`src/rtl/mem_arbiter.sv`:
```
// Two-master round-robin arbiter for a single block-RAM port. Ownership only
// changes at transaction boundaries; m0 (CPU) wins the first tie after reset.
module mem_arbiter #(
  parameter int AW    = 16,
  parameter int DW    = 32,
  parameter int BURST = 4
) (
  input  logic            clk,
  input  logic            rst_n,
  input  logic            m0_rd_en,
  input  logic            m0_wr_en,
  input  logic [AW-1:0]   m0_addr,
  input  logic [DW-1:0]   m0_wr_data,
  input  logic [DW/8-1:0] m0_wr_mask,
  output logic [DW-1:0]   m0_rd_data,
  output logic            m0_rd_valid,
  output logic            m0_wr_ack,
  input  logic            m1_rd_en,
  input  logic            m1_wr_en,
  input  logic [AW-1:0]   m1_addr,
  input  logic [DW-1:0]   m1_wr_data,
  input  logic [DW/8-1:0] m1_wr_mask,
  output logic [DW-1:0]   m1_rd_data,
  output logic            m1_rd_valid,
  output logic            m1_wr_ack,
  output logic            s_rd_en,
  output logic            s_wr_en,
  output logic [AW-1:0]   s_addr,
  output logic [DW-1:0]   s_wr_data,
  output logic [DW/8-1:0] s_wr_mask,
  input  logic [DW-1:0]   s_rd_data,
  input  logic            s_rd_valid
);

  logic            owner, in_flight;
  logic [3:0]      burst_cnt;
  logic            own_rd, own_wr, own_req, oth_req;
  logic [AW-1:0]   own_addr;
  logic [DW-1:0]   own_data;
  logic [DW/8-1:0] own_mask;
  logic            wr_fwd, rd_fwd, rd_done, done;

  always_comb begin
    own_rd   = owner ? m1_rd_en   : m0_rd_en;
    own_wr   = owner ? m1_wr_en   : m0_wr_en;
    own_addr = owner ? m1_addr    : m0_addr;
    own_data = owner ? m1_wr_data : m0_wr_data;
    own_mask = owner ? m1_wr_mask : m0_wr_mask;
    own_req  = own_rd | own_wr;
    oth_req  = owner ? (m0_rd_en | m0_wr_en) : (m1_rd_en | m1_wr_en);
    // A write never interrupts a read already waiting on memory data.
    wr_fwd   = own_wr & ~in_flight;
    rd_fwd   = own_rd & ~wr_fwd;
    rd_done  = s_rd_valid & in_flight;
    done     = wr_fwd | rd_done;
  end

  always_comb begin
    s_rd_en   = rd_fwd;
    s_wr_en   = wr_fwd;
    s_addr    = '1;
    s_wr_data = '0;
    s_wr_mask = '1;
    if (rd_fwd | wr_fwd) begin
      s_addr    = own_addr;
      s_wr_data = own_data;
      s_wr_mask = own_mask;
    end
  end

  // Read data is only delivered if the owner still holds rd_en; otherwise discarded.
  assign m0_rd_data  = s_rd_data;
  assign m1_rd_data  = s_rd_data;
  assign m0_rd_valid = ~owner & rd_done & m0_rd_en;
  assign m1_rd_valid =  owner & rd_done & m1_rd_en;
  assign m0_wr_ack   = ~owner & wr_fwd;
  assign m1_wr_ack   =  owner & wr_fwd;

  always_ff @(posedge clk or negedge rst_n) begin
    if (!rst_n) begin
      owner     <= 1'b0;
      in_flight <= 1'b0;
      burst_cnt <= '0;
    end else begin
      if (rd_done)     in_flight <= 1'b0;
      else if (rd_fwd) in_flight <= 1'b1;

      if (done) begin
        if (oth_req) begin
          owner     <= ~owner;
          burst_cnt <= '0;
        end else if (burst_cnt < 4'(BURST)) begin
          burst_cnt <= burst_cnt + 4'd1;
        end
      end else if (!own_req && !in_flight && oth_req) begin
        // Idle owner hands over; costs one bubble cycle.
        owner     <= ~owner;
        burst_cnt <= '0;
      end
    end
  end

endmodule

```
`config.mk`:
```
export PLATFORM = sky130hd
export DESIGN_NAME = mem_arbiter
export DESIGN_NICKNAME = d
export VERILOG_FILES = /design/src/rtl/mem_arbiter.sv
export SDC_FILE = /design/constraint.sdc
export NUM_CORES = 1
export LEC_CHECK = 0
export CAP_MARGIN = 20
export CORE_AREA = 2 2 104 106
export DETAILED_ROUTE_END_ITERATION = 12
export DIE_AREA = 0 0 106 108
export HOLD_SLACK_MARGIN = 0.1
export PLACE_DENSITY = 0.6
export SLEW_MARGIN = 15
export SYNTH_ARGS = -nofsm -noshare
export SYNTH_HDL_FRONTEND = slang
export SYNTH_SLANG_ARGS = --single-unit
```
`constraint.sdc`:
```
create_clock -name clk -period 4.22 [get_ports clk]
set_input_delay 1.266 -clock clk [delete_from_list [all_inputs] [get_ports clk]]
set_output_delay 1.266 -clock clk [all_outputs]
set_load 0.01 [all_outputs]
```
==> flow_summary_export.csv <==
group,metric,value,unit
outcome,outcome,"completed",
yosys,ys_types,25,
critical_path,regToRegSetupSlack,2810,ps
sta,setup_viol,0,
critical_path,critPathLaunchType,"primary input",
yosys,avgSynthCellArea,7.66,um^2
global_routing,grt_pass1_vias,1943,
sta,period_needed,4150,ps
detailed_routing,vias,1906,
layout,antenna_cells,0,
detailed_routing,antenna_left,0,
yosys,netlist_area,0.00166,mm^2
sta,maxSlewHeadroom,56.6,%
global_routing,grt_max_degree,43,
placed_design,dp_cells,447,
floorplan,coreArea,0.0102,mm^2
cts,cts_buffer_depth,2,
power_and_ir_drop,pwr-share-clk,5.9,%
power_and_ir_drop,combPwrFrac,83.8,%
sta,slew_viol_final,0,
global_routing,grtUsageTotal,11.3,%
power_and_ir_drop,power.leakage,0.00141,uW
critical_path,crit_fanout,10,
yosys,yosys_warnings,0,
cts,worstSkewPairLatency,220,ps
cts,cts_tree,"yes",
power_and_ir_drop,power_switching,638,uW
floorplan,io_pins,265,
power_and_ir_drop,ir_worst_vdd,0.387,mV
floorplan,rows,37,
placed_design,dp_hpwl,5.07,mm
floorplan,fp.dieW,106,um
global_routing,grt_pass1_wl,10.1,mm
floorplan,dieArea,0.0114,mm^2
cts,cts_buffers,3,
job,maxCapViolations,0,
sta,fmax,241,MHz
power_and_ir_drop,swShare,45.8,%
power_and_ir_drop,finalPower,1390,uW
detailed_routing,post_drt_wl_per_cell,15.0,um
yosys,ys_seq_area_share,3.02,%
sta,rsz0062_at_grt,"no",
placed_design,placement.io_buffers,168,
layout,final_layout_size_suffix_gt1_share,10.2,%
critical_path,worstSetupEndpointType,"output pin",
layout,instances_no_fill,460,
critical_path,cp.required,2950,ps
cts,ctsHoldBuffers,0,
cts,htreeDepth,1,
yosys,synthCells,216,
layout,nFillCells,1102,
layout,num-nets-final,468,
yosys,ys_seq_elements,2,
placed_design,gp_congestion,0.760,
detailed_routing,via_per_inst,4.14,
sta,hold_viol,0,
sta,worstMarginPinSlew,651,ps
critical_path,path_class,"primary input to output pin",
detailed_routing,drc,0,
power_and_ir_drop,powerDensity,449,mW/mm^2
worst_hold_path,min_path_type,"flop to flop",
power_and_ir_drop,seq_power_share,10.3,%
cts,cts-root-buf,"clkbuf_8",
power_and_ir_drop,intPower,754,uW
yosys,syn_nets,359,
layout,synthToLayoutAreaGrowth,87.2,%
detailed_routing,dr.pass1.iters,4,
cts,cts.sinks,2,
floorplan,die_h,108,um
critical_path,crit_arrival,2880,ps
global_routing,gr-total-overflow,0,
detailed_routing,drt-initial-drc-count,60,
floorplan,initial_core_util,16.2,%
sta,fin_worst_skew,4.84,ps
cts,clkTransAtPathRegs,30,ps
global_routing,antenna_found_initial,0,
sta,min_period_over_period,98.2,%
detailed_routing,wirelength,6.91,mm
[cell type report]
cell class	count	area, um^2	area share [%]
sequential	2	53.8	1.74
clock buffer	4	45.0	1.45
inverter	3	11.3	0.363
timing repair buffer	185	1830	58.9
multi-input combinational	130	992	32.0
tap	136	170	5.49
[worst max-delay path, stage by stage]
cell and delay [ps]:
clkdlybuf4s50_1 440, inv_2 120, o211ai_1 100, buf_4 190
buf_6 140, nand3_1 90, clkdlybuf4s50_1 530
[registers in the layout (all words and copies together), names as in the netlist]
name       flops
in_flight      1
owner          1
[per-layer routing]
| layer | vias up | part of all wire, % | global-route usage (%) |
|---|---|---|---|
| met5 | - | 0 | 0 |
| met4 | 0 | 2.1 | 4.61 |
| met2 | 73 | 52 | 19.6 |
| met1 | 894 | 39 | 12.7 |
| met3 | 26 | 7.1 | 3.92 |
| li1 | 913 | - | - |
[power groups by stage]
stage / Combinational (uW) / Clock (uW) / Sequential, uW
4_1_cts: 1200 / 84.9 / 145
3_5_place_dp: 1260 / 0 / 138
2_1_floorplan: 798 / 0 / 34.6
3_3_place_gp: 1250 / 0 / 138
6_report: 1170 / 82.1 / 143
5_1_grt: 1260 / 87.6 / 155
[per-stage QoR]
stage                     hold slack, ps  TNS, ps  util, %  worst slack, ps  area [um^2]
after floorplan                      668        0        -              963         1660
after global placement               732    -2590     29.2            -99.2         2980
after detailed placement             743    -3750     29.2             -134         2980
after CTS                            833        0     29.9             12.2         3060
after global routing                 881        0     30.3           0.0322         3100
final                                837        0     30.3             74.2         3100
[path summary, 6_finish.rpt]
check	from	endpoint	depth (start not counted)
hold / removal	in_flight	in_flight	1
hold reg to reg	in_flight	in_flight	1
setup / recovery	m1_rd_en	s_addr[14]	7
max in group asynchronous	rst_n	owner	1
setup reg to reg	owner	in_flight	3
min in group asynchronous	rst_n	owner	1
[cell usage in the layout (no fill, tap or decap), types with 2 or more instances in the layout]
cell type        netlist  final
nor3_1                27     27
nand3_1               20     20
buf_4                 67     14
a21oi_1                3      3
dlymetal6s2s_1         0     13
nor3_2                 5      5
clkbuf_8               0      3
nand2_1                3      3
inv_2                  2      3
nor2_1                 6      6
clkdlybuf4s50_1        0    118
o211a_4                1      2
mux2i_1               52     52
nand2b_1               2      2
nor3b_1                3      3
dlygate4sd2_1          0     36
buf_12                 0      2
[cells in the mapped netlist]
| cell type | n | area [um^2] |
|---|---|---|
| inv_1 | 1 | 3.75 |
| inv_2 | 2 | 7.51 |
| buf_4 | 67 | 503 |
| a211oi_4 | 1 | 20.0 |
| nor3_2 | 5 | 50.1 |
| clkbuf_4 | 2 | 15.0 |
| nand2b_1 | 2 | 12.5 |
| o211ai_1 | 1 | 7.51 |
| mux2i_1 | 52 | 521 |
| a21oi_1 | 3 | 15.0 |
| nand3_1 | 20 | 100 |
| o31ai_1 | 1 | 7.51 |
| nor2_1 | 6 | 22.5 |
| dfrtp_1 | 2 | 50.1 |
| o41ai_1 | 1 | 8.76 |
| o211a_4 | 1 | 17.5 |
| buf_2 | 6 | 30.0 |
| a211o_1 | 1 | 8.76 |
| a311oi_1 | 1 | 8.76 |
| nor3_1 | 27 | 135 |
| nor3b_1 | 3 | 22.5 |
| buf_6 | 6 | 67.6 |
| clkbuf_1 | 1 | 3.75 |
| nor2b_1 | 1 | 6.26 |
| nand2_1 | 3 | 11.3 |
[logic make-up after synthesis]
logic type / after synthesis / share of synthesized area [%]
mux: 52 / 31.4
buf+inv: 85 / 38.1
flops: 2 / 3.02
compound gates: 10 / 5.67
simple gates: 67 / 21.8
[timing repair]
action	4_1_cts	5_1_grt
gates resized for setup	43	13
buffers inserted	6	1
cloned	2	0
pin swaps	1	0
setup endpoints to repair	52	15
No activity file was read; power rests on OpenSTA's default activity.
